File: src/rtl/dac_enc_pkg.sv
// Shared constants, types and encoding helpers for the segmented DAC encoder.
// A 12-bit unsigned code splits into a 5-bit unary count m (0..17 cells) and a
// 7-bit binary LSB field l. Any m above the cell count saturates to full scale.
package dac_enc_pkg;

    localparam int BIN_W      = 7;
    localparam int THERM_W    = 17;
    localparam int DATA_W     = BIN_W + 5;
    localparam int M_W        = DATA_W - BIN_W;
    localparam int PTR_W      = 5;
    localparam int FIFO_DEPTH = 4;
    localparam int LVL_W      = 3;

    // Index 0 is the leftmost bit: MSB of the binary field, physical cell 0.
    typedef logic [0:BIN_W-1]   bin_t;
    typedef logic [0:THERM_W-1] therm_t;

    typedef struct packed {
        logic [M_W-1:0]   m;
        logic [BIN_W-1:0] l;
        logic             sat;
    } split_t;

    function automatic split_t sat_split(input logic [DATA_W-1:0] code);
        split_t s;
        s.m   = code[DATA_W-1:BIN_W];
        s.l   = code[BIN_W-1:0];
        s.sat = 1'b0;
        if (s.m > M_W'(THERM_W)) begin
            s.m   = M_W'(THERM_W);
            s.l   = '1;
            s.sat = 1'b1;
        end
        return s;
    endfunction

    // Cell i is on when its circular distance from the pointer is below m.
    // The wrapped distance is formed as i + (THERM_W - p) so every
    // intermediate value stays inside PTR_W bits.
    function automatic therm_t dwa_mask(input logic [PTR_W-1:0] p,
                                        input logic [M_W-1:0]   m);
        therm_t           mask;
        logic [PTR_W-1:0] off;
        mask = '0;
        for (int i = 0; i < THERM_W; i++) begin
            if (PTR_W'(i) >= p)
                off = PTR_W'(i) - p;
            else
                off = PTR_W'(i) + (PTR_W'(THERM_W) - p);
            mask[i] = (off < m);
        end
        return mask;
    endfunction

endpackage

File: src/rtl/dac_enc_fifo.sv
// Small synchronous FIFO buffering input codes ahead of the encoder.
// Ports: clkin/rst (sync, active-high, also used as flush), push_i/wdata_i
// write side, pop_i/rdata_o read side (rdata_o shows the head while not
// empty), level_o occupancy, empty_o/full_o status. Push when full and pop
// when empty are ignored.
module dac_enc_fifo #(
    parameter int DEPTH = 4,
    parameter int WIDTH = 12,
    parameter int LW    = 3
) (
    input  logic             clkin,
    input  logic             rst,
    input  logic             push_i,
    input  logic [WIDTH-1:0] wdata_i,
    input  logic             pop_i,
    output logic [WIDTH-1:0] rdata_o,
    output logic [LW-1:0]    level_o,
    output logic             empty_o,
    output logic             full_o
);

    localparam int AW = $clog2(DEPTH);

    logic [WIDTH-1:0] mem_q [DEPTH];
    logic [AW-1:0]    wr_q, wr_d, rd_q, rd_d;
    logic [LW-1:0]    cnt_q, cnt_d;
    logic             do_push, do_pop;

    assign empty_o = (cnt_q == '0);
    assign full_o  = (cnt_q == LW'(DEPTH));
    assign level_o = cnt_q;
    assign rdata_o = mem_q[rd_q];

    always_comb begin
        do_push = push_i && !full_o;
        do_pop  = pop_i && !empty_o;
        wr_d    = do_push ? wr_q + 1'b1 : wr_q;
        rd_d    = do_pop ? rd_q + 1'b1 : rd_q;
        cnt_d   = cnt_q;
        if (do_push && !do_pop)
            cnt_d = cnt_q + 1'b1;
        else if (do_pop && !do_push)
            cnt_d = cnt_q - 1'b1;
    end

    always_ff @(posedge clkin) begin
        if (rst) begin
            wr_q  <= '0;
            rd_q  <= '0;
            cnt_q <= '0;
        end else begin
            wr_q  <= wr_d;
            rd_q  <= rd_d;
            cnt_q <= cnt_d;
        end
    end

    // Storage carries data only; validity is tracked by the counters.
    always_ff @(posedge clkin) begin
        if (do_push)
            mem_q[wr_q] <= wdata_i;
    end

endmodule

File: src/rtl/dac_segment_encoder.sv
// Segmented current-steering DAC front end.
// Ports: clkin/rst (sync, active-high), pdb power-down bar, s_valid/s_ready/
// s_code input stream, datainbin/datainbinb binary LSB pair, dataintherm/
// datainthermb unary cell pair (index = physical cell), sat clamp flag for
// the current word, underflow sticky empty-on-update flag, fifo_level.
// Every pdb=1 edge pops one code (if any) and registers its encoding.
module dac_segment_encoder
    import dac_enc_pkg::*;
#(
    parameter int DWA_EN = 1
) (
    input  logic              clkin,
    input  logic              rst,
    input  logic              pdb,
    input  logic              s_valid,
    output logic              s_ready,
    input  logic [DATA_W-1:0] s_code,
    output logic [0:BIN_W-1]  datainbin,
    output logic [0:BIN_W-1]  datainbinb,
    output logic [0:THERM_W-1] dataintherm,
    output logic [0:THERM_W-1] datainthermb,
    output logic              sat,
    output logic              underflow,
    output logic [LVL_W-1:0]  fifo_level
);

    logic              fifo_clr, fifo_empty, fifo_full, push, pop;
    logic [DATA_W-1:0] head;

    split_t            split;
    bin_t              bin_d, bin_q, binb_q;
    therm_t            mask_d, therm_q, thermb_q;
    logic [PTR_W-1:0]  ptr_q, ptr_d;
    logic [PTR_W:0]    ptr_sum;
    logic              sat_q, underflow_q;

    // Power-down flushes the buffer through the FIFO's own sync clear.
    assign fifo_clr = rst || !pdb;
    assign s_ready  = !rst && pdb && !fifo_full;
    assign push     = s_valid && s_ready;
    assign pop      = !rst && pdb && !fifo_empty;

    dac_enc_fifo #(
        .DEPTH (FIFO_DEPTH),
        .WIDTH (DATA_W),
        .LW    (LVL_W)
    ) u_fifo (
        .clkin   (clkin),
        .rst     (fifo_clr),
        .push_i  (push),
        .wdata_i (s_code),
        .pop_i   (pop),
        .rdata_o (head),
        .level_o (fifo_level),
        .empty_o (fifo_empty),
        .full_o  (fifo_full)
    );

    always_comb begin
        split   = sat_split(head);
        bin_d   = bin_t'(split.l);
        mask_d  = dwa_mask((DWA_EN != 0) ? ptr_q : '0, split.m);
        ptr_sum = {1'b0, ptr_q} + {1'b0, split.m};
        ptr_d   = ptr_q;
        // Full scale lights every cell, so the rotation origin is kept.
        if (DWA_EN != 0 && split.m != M_W'(THERM_W)) begin
            if (ptr_sum >= (PTR_W+1)'(THERM_W))
                ptr_d = PTR_W'(ptr_sum - (PTR_W+1)'(THERM_W));
            else
                ptr_d = ptr_sum[PTR_W-1:0];
        end
    end

    always_ff @(posedge clkin) begin
        if (rst) begin
            bin_q       <= '0;
            binb_q      <= '1;
            therm_q     <= '0;
            thermb_q    <= '1;
            sat_q       <= 1'b0;
            underflow_q <= 1'b0;
            ptr_q       <= '0;
        end else if (!pdb) begin
            bin_q    <= '0;
            binb_q   <= '1;
            therm_q  <= '0;
            thermb_q <= '1;
            sat_q    <= 1'b0;
            ptr_q    <= '0;
        end else if (fifo_empty) begin
            underflow_q <= 1'b1;
        end else begin
            bin_q    <= bin_d;
            binb_q   <= ~bin_d;
            therm_q  <= mask_d;
            thermb_q <= ~mask_d;
            sat_q    <= split.sat;
            ptr_q    <= ptr_d;
        end
    end

    assign datainbin    = bin_q;
    assign datainbinb   = binb_q;
    assign dataintherm  = therm_q;
    assign datainthermb = thermb_q;
    assign sat          = sat_q;
    assign underflow    = underflow_q;

endmodule
File: config.mk
export PLATFORM = sky130hd
export DESIGN_NAME = dac_segment_encoder
export DESIGN_NICKNAME = d
export VERILOG_FILES = /design/src/rtl/dac_enc_pkg.sv /design/src/rtl/dac_enc_fifo.sv /design/src/rtl/dac_segment_encoder.sv
export SDC_FILE = /design/constraint.sdc
export NUM_CORES = 1
export LEC_CHECK = 0
export CAP_MARGIN = 20
export CORE_MARGIN = 10
export CORE_UTILIZATION = 40
export DETAILED_ROUTE_END_ITERATION = 8
export HOLD_SLACK_MARGIN = 0.1
export REMOVE_ABC_BUFFERS = 1
export SLEW_MARGIN = 5
export SYNTH_ARGS = -nofsm -noshare
export SYNTH_HDL_FRONTEND = slang
export SYNTH_SLANG_ARGS = --single-unit
File: constraint.sdc
create_clock -name clkin -period 5.9 [get_ports clkin]
set_clock_uncertainty 0.05 [all_clocks]
set_input_delay 1.18 -clock clkin [delete_from_list [all_inputs] [get_ports clkin]]
set_output_delay 1.18 -clock clkin [all_outputs]
set_load 0.1 [all_outputs]
==> results.rst, run 1 <==
.. list-table::
   :header-rows: 1

   * - Metric
     - Value
   * - Arrival time of data at the critical path endpoint
     - 4620 ps
   * - Share of the synthesized area in the top cell type
     - 17.6%
   * - Height of the die
     - 163 µm
   * - Startpoint kind of the worst setup timing path
     - register
   * - Setup slack of the critical path after layout
     - 1480 ps
   * - Cell count of the worst hold path
     - 2
   * - Number of buffers inserted during clock tree synthesis
     - 9
   * - Actual slew at the worst max-slew pin
     - 1010 ps
   * - F_max
     - 0.226 GHz
   * - CTS sink count
     - 112
   * - Number of remaining DRC errors
     - 0
   * - Setup Fix Bufs, Post-CTS
     - 0
   * - Final Max Slew Viols
     - 0
   * - Most instantiated cells after synthesis
     - 107 x ha_1, 102 x nand2_1, 74 x a21oi_1
   * - Post-CTS resize count
     - 0
   * - Overall fraction of global-route tracks in use
     - 17.0%
   * - Count of standard-cell rows
     - 52
   * - GRT overflow
     - 0
   * - Die width
     - 163 µm
   * - Final hold vios
     - 0
   * - Avg Vias per Cell
     - 5.50
   * - Post-Route WL
     - 22500 µm
   * - Cell with the most instances after synthesis
     - ha_1
   * - Post-layout instance count excluding filler cells
     - 1212
   * - Number of standard cells after synthesis
     - 883
   * - Flop-to-flop setup slack
     - 1480 ps
   * - Top post-synthesis cells by area
     - edfxtp_1 18%, ha_1 16%, dfxtp_1 16%
   * - Mapped Avg Cell Area
     - 9.25 µm²
   * - Capturing element type of the critical path
     - register
   * - Outcome
     - finished, final reports clean
   * - Wire length of the first global-routing pass
     - 35900 µm
   * - Pin count of the biggest net entering global routing
     - 48
   * - Number of nets in the finished design
     - 1061
   * - Root buffer selected by CTS
     - clkbuf_16
   * - Number of synthesized register bits
     - 112
   * - Ys async rst share
     - 0%
   * - RSZ-0062 raised after global routing
     - false
   * - Post-layout minimum cycle time
     - 4420 ps
   * - Detailed Routing Iterations Pass 1
     - 5
   * - Final RePlAce weighted congestion
     - 0.873
   * - Total via count in the routed design
     - 6669
   * - Antenna Cells
     - 0
   * - H-tree depth
     - 3
   * - Count of hold-fix buffers inserted at cts
     - 0
   * - Crit-path max FO
     - 14
   * - Final worst path period share
     - 74.8%
   * - Clock latency at the later pin of the worst-skew pair
     - 370 ps
   * - TritonCTS clock tree
     - built
   * - Worst hold start
     - datainthermb[5]
   * - End of the worst register-to-register path
     - datainthermb[4]
   * - Terminating pin of the worst hold path
     - datainthermb[5]
   * - Pwr dens
     - 254 mW/mm²
   * - Required @ worst endpoint
     - 6100 ps
   * - Post-synthesis cell type with the largest combined area
     - edfxtp_1
   * - Floorplan die area
     - 0.0265 mm²
   * - Number of synthesis warnings
     - 0
   * - Layout cells sized above 1
     - 7.96%
   * - Class of the worst hold path
     - reg -> reg
   * - Dpl cells
     - 1196
   * - Max-slew headroom
     - 32.8%
   * - Worst-case reg-to-reg path depth
     - 16
   * - Distinct cell type count of the synthesized netlist
     - 78
   * - Final-report setup violation count
     - 0
   * - Number of antenna violations at the first check in global routing
     - 0
   * - Worst IR Drop VDD
     - 171 µV
   * - Starting utilization of the core area
     - 40.5%
   * - Layout Area Growth over Synthesis
     - 15.9%
   * - Area of the core region
     - 0.0202 mm²
   * - Share of synthesized area occupied by flip-flops and latches
     - 33.3%
   * - Routed wire length per instance
     - 18.6 µm
   * - Reported leakage power
     - 3.71 nW
   * - Area of the mapped netlist
     - 0.00817 mm²
   * - PortBufs
     - 69
   * - Number of nets still failing antenna checks after routing
     - 0
   * - Number of flops mapped to enable cells by yosys
     - 48
   * - Type of the worst setup path
     - reg -> reg
   * - Max-cap viol count
     - 0
   * - Origin of the critical flop-to-flop path
     - ptr_q[2]
   * - Clk pin slew, worst setup/hold paths
     - 90 ps
   * - Deepest clock path buffer count
     - 2
   * - Placement-stage worst setup slack
     - 1630 ps
   * - Dpl hpwl
     - 15500 µm
   * - Primary flip-flop cell chosen by synthesis mapping
     - dfxtp_1
   * - Via count of the first global-routing pass
     - 6602
   * - Setup TNS after final layout
     - 0 ps
   * - Drt initial violations
     - 542
   * - Number of ports placed on the die boundary
     - 70
==> worst max-delay path: stages, from the launching register on <==
cell       delay, ps
dfxtp_1          300
buf_4            190
inv_1            370
ha_1             630
xnor2_1          180
buf_4            220
ha_1             470
nor2_1           120
a311oi_1         280
a21oi_1          110
o221ai_1         190
a21oi_1           80
ha_1             330
a21oi_1          130
nand2_1           90
a2111oi_2        430
nor3_1           100
==> stage by stage <==
step           util [%]  power (mW)  instance area, µm²  hold slack (ps)
2_1_floorplan         -        1.51                7990              435
3_3_place_gp       45.4        1.74                9150              380
3_5_place_dp       45.4        1.75                9150              383
4_1_cts            47.0        2.42                9470              396
5_1_grt            47.0        2.53                9470              419
6_report           47.0        2.40                9470              391
==> cell usage in the layout (no fill, tap or decap), types with 16 or more instances in the layout <==
master and n:
dfxtp_1 64, nand2_1 102, xnor2_1 49, nor2_1 73, o21ai_0 56, buf_4 19
edfxtp_1 48, nor3_1 16, a21oi_1 74, clkdlybuf4s50_1 68, o21a_1 16, mux2i_1 18
inv_1 23, ha_1 107
==> logic make-up (layout without fill, tap and decap cells) <==
| kind of cell | Yosys count | count (layout) | synth area share, % |
|---|---|---|---|
| AND/OR/NAND/NOR | 253 | 253 | 14.3 |
| buffers and inverters | 73 | 132 | 3.63 |
| multiplexers | 36 | 36 | 6.25 |
| flip-flops | 112 | 112 | 33.3 |
| adder cells (fa/ha/maj) | 108 | 108 | 16.6 |
| XOR/XNOR | 60 | 60 | 6.43 |
| AO/OA/AOI/OAI | 241 | 241 | 19.4 |
==> power breakdown <==
part | total (mW) | internal, mW | switching (mW)
combinational | 0.891 | 0.310 | 0.581
sequential | 0.846 | 0.832 | 0.0136
clock | 0.664 | 0.313 | 0.350
total | 2.40 | 1.46 | 0.945
==> sequential cells by signal, indices dropped and copies added, names as in the netlist, 3 cells and up, named ones only <==
register	cells
datainthermb	17
ptr_q	5
u_fifo.mem_q	48
u_fifo.level_o	3
datainbin	7
datainbinb	7
dataintherm	17
==> worst max-delay path by stage <==
stage | start | end | slack, ps | cells past startpoint
2_1_floorplan | rst | u_fifo.level_o[2] | 820 | 9
3_3_place_gp | ptr_q[2] | datainthermb[4] | 1660 | 16
3_5_place_dp | register | ptr_q[1] | 1630 | 13
4_1_cts | register | ptr_q[1] | 1600 | 13
5_1_grt | ptr_q[2] | datainthermb[4] | 1230 | 16
6_report | ptr_q[2] | datainthermb[4] | 1480 | 16
==> routing by layer <==
layer  vias up  routed length, µm  global-route usage [%]
li1       3317                  -                       -
met5         -                  0                       0
met3        40               1410                    3.89
met1      3109              10200                    21.0
met4         0                422                    4.84
met2       203              10500                    28.9
==> cell type report <==
class | count | area (µm²)
clock buffers | 9 | 225
clock inverters | 7 | 91.3
fillers | 1949 | 10700
inverters | 29 | 114
multi-input cells | 698 | 5160
flip-flops and latches | 112 | 2720
well taps | 270 | 338
repair buffers | 87 | 823
No activity file was read; power rests on OpenSTA's default activity.
==> run 2, diff against run 1 <==
- clock period: 5.9 -> 3.68 ns (I/O delays scaled with it)
==> results.rst, run 2 (same netlist as run 1, synthesis figures left out) <==
.. list-table::
   :header-rows: 1

   * - Metric
     - Value
   * - Sequential fraction of design power
     - 34.2% (-1.0 points)
   * - Final worst path period share
     - 94.1% (+19 points)
   * - Number of nets still failing antenna checks after routing
     - 0 (unchanged)
   * - Pin count of the biggest net entering global routing
     - 37 (-23%)
   * - Dpl hpwl
     - 16800 µm (+8.8%)
   * - Total via count in the routed design
     - 6873 (+3.1%)
   * - Max-slew headroom
     - 33.8% (+1.0 points)
   * - Number of buffers inserted during clock tree synthesis
     - 9 (unchanged)
   * - RSZ-0062 raised after global routing
     - false
   * - Clock latency at the later pin of the worst-skew pair
     - 370 ps (about the same)
   * - F_max
     - 0.289 GHz (+27%)
   * - Root buffer selected by CTS
     - clkbuf_16
   * - Worst IR Drop VDD
     - 255 µV (+49%)
   * - Number of antenna violations at the first check in global routing
     - 0 (unchanged)
   * - Combinational share of power
     - 37.9% (+0.8 points)
   * - Post-Route WL
     - 23200 µm (+3.2%)
   * - Internal power
     - 2.44 mW (+68%)
   * - Class of the worst hold path
     - reg -> reg
   * - Cell area after layout
     - 0.00982 mm² (+3.7%)
   * - H-tree depth
     - 3 (unchanged)
   * - Die width
     - 163 µm (unchanged)
   * - Final Max Slew Viols
     - 0 (unchanged)
   * - Post-layout instance count excluding filler cells
     - 1254 (+3.5%)
   * - Max FFs per register
     - 48 (unchanged)
   * - Sw power
     - 1.52 mW (+61%)
   * - Number of nets in the finished design
     - 1103 (+4.0%)
   * - Area of the multi-input gates
     - 0.00516 mm² (+0.12%)
   * - Setup Fix Bufs, Post-CTS
     - 0 (unchanged)
   * - Switching Fraction
     - 38.3% (-1.0 points)
   * - CTS sink count
     - 112 (unchanged)
   * - TritonCTS clock tree
     - built
   * - Commonest non-fill, non-tap cells in the layout
     - 107 x ha_1, 102 x nand2_1, 74 x a21oi_1, 73 x nor2_1, 65 x buf_4
   * - Actual slew at the worst max-slew pin
     - 990 ps (-18.7 ps)
   * - Via count of the first global-routing pass
     - 6619 (+0.26%)
   * - Routed wire length per instance
     - 18.5 µm (-0.28%)
   * - Layout cells sized above 1
     - 12.7% (+4.7 points)
   * - Required @ worst endpoint
     - 3880 ps (-2220 ps)
   * - Commonest non-fill, non-tap cell in the layout
     - ha_1
   * - Dpl cells
     - 1238 (+3.5%)
   * - Drt initial violations
     - 421 (-22%)
   * - Reported leakage power
     - 3.93 nW (+6.0%)
   * - Area of the core region
     - 0.0202 mm² (unchanged)
   * - Antenna Cells
     - 0 (unchanged)
   * - Final hold vios
     - 0 (unchanged)
   * - Register area
     - 0.00273 mm² (+0.18%)
   * - Outcome
     - finished, final reports clean
   * - Layout Area Growth over Synthesis
     - 20.2%
   * - Detailed Routing Iterations Pass 1
     - 6 (+1)
   * - Overall fraction of global-route tracks in use
     - 17.6% (+0.59 points)
   * - Height of the die
     - 163 µm (unchanged)
   * - Final-report setup violation count
     - 0 (unchanged)
   * - Setup TNS after final layout
     - 0 ps (unchanged)
   * - Capturing element type of the critical path
     - register
   * - Number of remaining DRC errors
     - 0 (unchanged)
   * - Number of ports placed on the die boundary
     - 70 (unchanged)
   * - Deepest clock path buffer count
     - 2 (unchanged)
   * - Area of placed instances
     - 0.00947 mm² (+3.4%)
   * - Final RePlAce weighted congestion
     - 0.938 (+7.4%)
   * - Clk pin slew, worst setup/hold paths
     - 90 ps (about the same)
   * - Wire length of the first global-routing pass
     - 37100 µm (+3.4%)
   * - PortBufs
     - 69 (unchanged)
   * - Count of standard-cell rows
     - 52 (unchanged)
   * - Type of the worst setup path
     - reg -> reg
   * - Pwr dens
     - 404 mW/mm² (+59%)
   * - Crit-path max FO
     - 5 (-9)
   * - Starting utilization of the core area
     - 40.5% (unchanged)
   * - Count of hold-fix buffers inserted at cts
     - 0 (unchanged)
   * - End-of-flow core utilization
     - 48.7% (+1.7 points)
   * - Filler cell count
     - 1940 (-0.46%)
   * - Post-layout minimum cycle time
     - 3460 ps (-951 ps)
   * - Post-CTS resize count
     - 0 (unchanged)
   * - Avg Vias per Cell
     - 5.48 (-0.39%)
   * - Max-cap viol count
     - 0 (unchanged)
   * - Startpoint kind of the worst setup timing path
     - register
   * - Arrival time of data at the critical path endpoint
     - 3660 ps (-960 ps)
   * - Floorplan die area
     - 0.0265 mm² (unchanged)
   * - Largest Register
     - u_fifo.mem_q
   * - GRT overflow
     - 0 (unchanged)
   * - Clock network fraction of design power
     - 27.8% (+0.2 points)
-- run 2: worst paths after layout --
| path | start | to | slack, ps | cells after the start |
|---|---|---|---|---|
| min reg2reg | datainthermb[16] | datainthermb[16] | 390 | 2 |
| min | datainthermb[16] | datainthermb[16] | 390 | 2 |
| max | register | ptr_q[1] | 220 | 12 |
| max reg2reg | register | ptr_q[1] | 220 | 12 |
-- run 2: cell type report --
class | instances | area share [%]
Timing Repair Buffer | 129 | 11.6
Clock buffer | 9 | 2.29
Tap cell | 270 | 3.44
Multi-Input combinational cell | 698 | 52.6
Inverter | 29 | 1.16
Clock inverter | 7 | 1.13
Sequential cell | 112 | 27.8
-- run 2: power by group through the flow --
| stage | logic, mW | clock network (mW) | registers, mW |
|---|---|---|---|
| after floorplan | 0.796 | 0 | 1.63 |
| after global placement | 1.48 | 0 | 1.39 |
| after detailed placement | 1.49 | 0 | 1.39 |
| after CTS | 1.50 | 1.14 | 1.36 |
| after global routing | 1.65 | 1.19 | 1.36 |
| final | 1.50 | 1.10 | 1.36 |
-- run 2: critical path: stages (launching register included) --
cell and delay (ps):
dfxtp_4 390, mux4_2 530, o31a_2 440, nor2_8 120
inv_4 40, ha_1 240, a31o_2 260, a22o_1 270
a2111oi_2 360, o21ai_1 170, a21oi_4 210, a21boi_0 200
o2bb2ai_1 90
-- run 2: stage by stage --
step | setup slack, ps | power (mW) | hold WS, ps
2_1_floorplan | -951 | 2.43 | 435
3_3_place_gp | 147 | 2.86 | 381
3_5_place_dp | 89.7 | 2.88 | 383
4_1_cts | 69.4 | 4.00 | 397
5_1_grt | 6.05 | 4.20 | 410
6_report | 216 | 3.96 | 393
-- run 2: routing by layer --
layer  global-route usage, %  vias up  wire [µm]  part of all wire (%)
met5                       0        -          0                     0
met2                    28.8      160      10800                    46
li1                        -     3415          -                     -
met4                    4.84        0        407                   1.8
met3                    3.41       28       1190                   5.1
met1                    23.0     3270      10800                    47
==> run 3, diff against run 2 <==
- TNS_END_PERCENT: default -> 10
==> results of run 3 <==
Final layout, timing and power as in run 2 (identical DEF).
==> variant 1: new RTL, settings of run 2 <==
`THERM_W`: 17 -> 21.
--- a/src/rtl/dac_enc_pkg.sv
+++ b/src/rtl/dac_enc_pkg.sv
@@ -5,5 +5,5 @@
 
     localparam int BIN_W      = 7;
-    localparam int THERM_W    = 17;
+    localparam int THERM_W    = 21;
     localparam int DATA_W     = BIN_W + 5;
     localparam int M_W        = DATA_W - BIN_W;
Ports: changed (resized dataintherm and datainthermb); port bits go from 70 to 78. No check against the original RTL was run, so the function may have changed too.
==> variant 1 against run 2 <==
Power is 2.4% higher; worst hold slack improved by 6.6 ps; sequential cell count up 8; synthesized area is 7.9% higher; routed wire length is 6.0% higher; worst setup slack improved by 12 ps; cell area rose by 9.2%; sequential share of layout area is 0.88 points lower.
==> variant 1: results (changes against run 2) <==
[route]
drtPass1Iterations=5  ; -1
vias=7307  ; +6.3%
routedWlPerCell_um=18.21  ; -1.6%
first_iter_violations=454  ; +7.8%

[synth]
ys.flop_type=dfxtp_1
synthDistinctLibCells=70  ; -10%
ys_top_cells_by_area=ha_1, dfxtp_1, edfxtp_1, xnor2_1, a21oi_1
synth-edff-count=48  ; unchanged
yosysSeqAreaShare_pct=32.72  ; -0.61 points
synth_top_cells_by_count=ha_1, a21oi_1, nor2_1, nand2_1, dfxtp_1
synth-async-reset-ratio_pct=0  ; unchanged
yosysWarningCount=0  ; unchanged
syn_inst=959  ; +8.6%

[cells_and_area]
regMostFlops=u_fifo.mem_q
largest_reg_flops=48  ; unchanged
fillCellCount=2090  ; +7.7%
final_net_count=1198  ; +8.6%
antenna_cells=0  ; unchanged
instances_no_fill=1351  ; +7.7%
drive_above_1_share_pct=11.76  ; -0.94 points

[power]
ir_drop_uv=211.8  ; -17%
power.leakage_nw=4.283  ; +8.9%

[setup_path]
critical-path-slowest-cell=mux4_1
regToRegEndpoint=ptr_q[1]
r2r.worst_path.cells=13  ; +1
crit_arrival_ps=3670  ; about the same
cp_top_family=compound AO/OA/AOI/OAI gates
path_max_fanout=6  ; +1
max_stage_delay_ps=580  ; +50 ps
r2r_slack_ps=230

[sta]
holdWs_ps=399.6  ; +6.625 ps
slew_headroom_pct=31.66  ; -2.2 points

[global_routing]
grt_pass1_wl_mm=39.39  ; +6.0%
grt_antenna_before_repair=0  ; unchanged
grt_max_degree=53  ; +43%
grt_pass1_vias=7172  ; +8.4%
gr-usage-all-layers_pct=17.22  ; -0.35 points

[clocking]
cts_buffers=17  ; +8
cts_max_level=4  ; +1
clkTransAtPathRegs_ps=60  ; -30 ps
clock_latency_ps=420  ; +50 ps
root_buffer=clkbuf_16
ctsLongestPathBuffers=2  ; unchanged

[outcome]
status=completed

[worst_hold_path]
holdPathEnd=datainbinb[0]
hp-start=datainbinb[0]
hold_class=reg -> reg
worstHoldPathCells=1  ; -1

[place]
port_buffers=77  ; +12%
place_inst=1318  ; +6.5%
gp_congestion=0.9501  ; +1.3%
hpwl_mm=17.52  ; +4.1%
placed_cell_area_um2=10130  ; +7.0%

variant 1: cell count changes after synthesis, sizes merged, moves of 6 or more:
cell	run 2	this run
a211o	1	7
a211oi	12	4
a21o	12	27
a21oi	76	94
a31oi	12	6
buf	9	15
dfxtp	64	72
ha	107	123
nand2	102	84
nand2b	6	15
nor2	74	90
o211ai	4	15
o21a	16	10
o31ai	1	8
variant 1: worst max path at each step:
stage | from | end | slack (ps) | depth (start not counted)
2_1_floorplan | rst | u_fifo.level_o[2] | -910 | 9
3_3_place_gp | flop | ptr_q[1] | 130 | 14
3_5_place_dp | flop | ptr_q[1] | 20 | 13
4_1_cts | flop | ptr_q[1] | 5 | 13
5_1_grt | flop | ptr_q[1] | 50 | 14
6_report | flop | ptr_q[1] | 230 | 13
variant 1: layer usage:
| metal | GRT usage (%) | share of wire (%) | vias up |
|---|---|---|---|
| met4 | 5.715 | 1.9 | 0 |
| met5 | 0 | 0 | - |
| met3 | 3.097 | 4.3 | 29 |
| li1 | - | - | 3658 |
| met2 | 28.56 | 48 | 180 |
| met1 | 22.07 | 46 | 3440 |
variant 1: area by class of cell:
class / count / area, um^2 / area share (%)
multi-input combinational: 759 / 5620 / 52.43
sequential: 120 / 2884 / 26.90
timing repair buffer: 131 / 1181 / 11.02
clock buffer: 17 / 425.4 / 3.968
tap: 280 / 350.3 / 3.268
clock inverter: 15 / 150.1 / 1.401
inverter: 29 / 108.9 / 1.015
variant 1: kinds of logic (layout without fill, tap and decap cells):
family | after synthesis | count (layout) | share of synthesized area, %
compound gates | 267 | 267 | 19.05
flops | 120 | 120 | 32.72
buf+inv | 80 | 192 | 3.664
mux | 42 | 42 | 6.789
fa+ha+maj | 125 | 125 | 17.82
xor+xnor | 69 | 69 | 6.945
simple gates | 256 | 256 | 13.01
variant 1: report_power, final:
part / leakage, nW / switching [mW] / internal, mW / total, mW
logic: 2.99 / 0.642 / 0.330 / 0.972
clock network: 0.273 / 0.743 / 0.899 / 1.64
registers: 1.02 / 0.0222 / 1.42 / 1.44
total: 4.28 / 1.41 / 2.65 / 4.06
variant 1: metrics by stage:
stage               power, mW  setup slack [ps]  TNS, ps
CTS                     4.090             4.934        0
global route            4.250             49.62        0
detailed placement      2.446             15.77        0
floorplan               2.168            -906.4   -16850
global placement        2.434             128.4        0
finish                  4.057             228.0        0
variant 1: timing repair:
action	in CTS	in global routing
buffers inserted	0	1
resized for setup	0	3
endpoints found under the setup margin	0	4
==> variant 2: new RTL, config.mk and constraints of run 2 <==
Made on the original files. Put a register stage on the output `fifo_level`, with the module's reset. The value now appears one clock later. The other outputs are not delayed to match.
--- a/src/rtl/dac_segment_encoder.sv
+++ b/src/rtl/dac_segment_encoder.sv
@@ -24,4 +24,6 @@
     output logic [LVL_W-1:0]  fifo_level
 );
+
+    logic [LVL_W-1:0] fifo_level_d;
 
     logic              fifo_clr, fifo_empty, fifo_full, push, pop;
@@ -52,5 +54,5 @@
         .pop_i   (pop),
         .rdata_o (head),
-        .level_o (fifo_level),
+        .level_o (fifo_level_d),
         .empty_o (fifo_empty),
         .full_o  (fifo_full)
@@ -107,3 +109,11 @@
     assign underflow    = underflow_q;
 
+    always_ff @(posedge clkin) begin
+        if (rst) begin
+            fifo_level <= '0;
+        end else begin
+            fifo_level <= fifo_level_d;
+        end
+    end
+
 endmodule
Behaviour: not the same (a bounded check fails within 4 cycles, from zero or initial values and one cycle with rst high).
==> variant 2 against run 2 <==
Sequential cell count up 3; utilization up 0.87 points; worst setup slack got worse by 16 ps; cell count down 0.24%; global-route usage is 0.72 points lower; routed wire length decreased by 4.6%; highest routed layer unchanged; cell area grew 1.8%; synthesized area about the same; die area barely moved.
Power is not compared: it rests on default switching activity, and its combinational part moved more than twofold at a synthesized area within 25%.
==> variant 2: results (changes against run 2) <==
[route]
vias=6671  ; -2.9%
routed_wl_mm=22.13  ; -4.6%
routed.top_layer=met4
first_iter_violations=354  ; -16%
wl_met2_mm=10.48  ; -2.6%
route.met3.wl_mm=1.048  ; -12%
met1Wirelength_mm=10.33  ; -4.7%
drtPass1Iterations=5  ; -1

[clocking]
clock_latency_ps=430  ; +60 ps
cts_buffers=17  ; +8
root_buffer=clkbuf_16
cts_max_level=4  ; +1
numClockSinks=115  ; +2.7%
clkTransAtPathRegs_ps=60  ; -30 ps

[outcome]
status=completed

[cells_and_area]
clk_share_pct=6.060  ; +2.6 points
bufAreaShareNonClock_pct=10.62  ; -0.98 points
largest_reg_flops=48  ; unchanged
multi_input_area_um2=5101  ; -1.2%
regMostFlops=u_fifo.mem_q
signal_buffers=117  ; -9.3%
multi_input_cells=690  ; -1.1%
nNonClkInverters=27  ; -6.9%
fillCellCount=1919  ; -1.1%
final_net_count=1092  ; -1.0%
multi_input_area_share_pct=51.05  ; -1.5 points
drive_above_1_share_pct=11.42  ; -1.3 points
antenna_cells=0  ; unchanged
sh_seq_area_pct=27.88  ; +0.098 points
clockBufferCount=17  ; +8

[global_routing]
grt_max_degree=37  ; unchanged
met1_usage_pct=22.00  ; -1.0 points
grt_pass1_vias=6529  ; -1.4%
use_met2_pct=27.65  ; -1.2 points
grt_pass1_wl_mm=35.76  ; -3.8%
grt_util_met3_pct=3.387  ; -0.025 points
gr-usage-all-layers_pct=16.86  ; -0.72 points

[sta]
tightest_slew_ps=1017  ; +27.73 ps

[power]
power.leakage_nw=3.991
p_sw_mw=1.211

[synth]
ys_top_cells_by_area=edfxtp_1, dfxtp_1, ha_1, xnor2_1, nand2_1
synthDistinctLibCells=67  ; -14%
yosysSeqAreaShare_pct=34.09  ; +0.76 points
synth_top_cells_by_count=ha_1, nand2_1, dfxtp_1, a21oi_1, o21ai_0
yosysWarningCount=0  ; unchanged

[place]
hpwl_mm=15.41  ; -8.5%
gp_congestion=0.8991  ; -4.1%
placed_cell_area_um2=9365  ; -1.1%
post-place-ws_ps=-64.42  ; -154.2 ps

[setup_path]
crit_arrival_ps=3780  ; +120 ps

[variant 2: repair_timing]
action / 4_1_cts / 5_1_grt
pin swaps: 1 / 0
hold buffers: 0 / 0
setup buffers: 2 / 0
gates resized for setup: 1 / 6
setup endpoints to repair: 2 / 5
[variant 2: cells by family (layout without fill, tap and decap cells)]
group                    Yosys count  count (layout)  synth area share, %
AO/OA/AOI/OAI                    232             232                18.03
XOR/XNOR                          59              59                6.331
adder cells (fa/ha/maj)          108             108                16.65
buffers and inverters             74             176                3.541
flip-flops                       115             115                34.09
multiplexers                      34              34                6.561
AND/OR/NAND/NOR                  257             257                14.79
[variant 2: path summary, 6_finish.rpt]
path | start | to | slack (ps) | cells after the start
worst max-delay path | flop | ptr_q[2] | 200 | 16
worst min-delay path | datainbinb[6] | datainbinb[6] | 390 | 2
worst max register to register | flop | ptr_q[2] | 200 | 16
worst min register to register | datainbinb[6] | datainbinb[6] | 390 | 2
[variant 2: critical path: stages, from the launching register on]
cell and delay (ps):
dfxtp_4 390, mux4_2 530, o31a_2 380, nor2_2 110
inv_1 70, ha_1 240, ha_4 300, inv_1 60
ha_1 190, inv_1 110, nor2_1 60, o2111a_1 120
o31ai_2 70, a21oi_2 120, buf_4 150, or3_1 310
a31oi_1 160
[variant 2: through the flow]
step	util [%]	power [mW]	TNS (ps)	hold slack, ps	instances
after CTS	49.52	3.886	0	391.5	1251
final	49.55	3.846	0	388.3	1251
after floorplan	-	1.923	-16230	433.7	832
after global placement	46.43	2.130	0	379.1	1217
after global routing	49.55	4.021	0	407.2	1251
after detailed placement	46.43	2.137	-64.42	383.1	1217
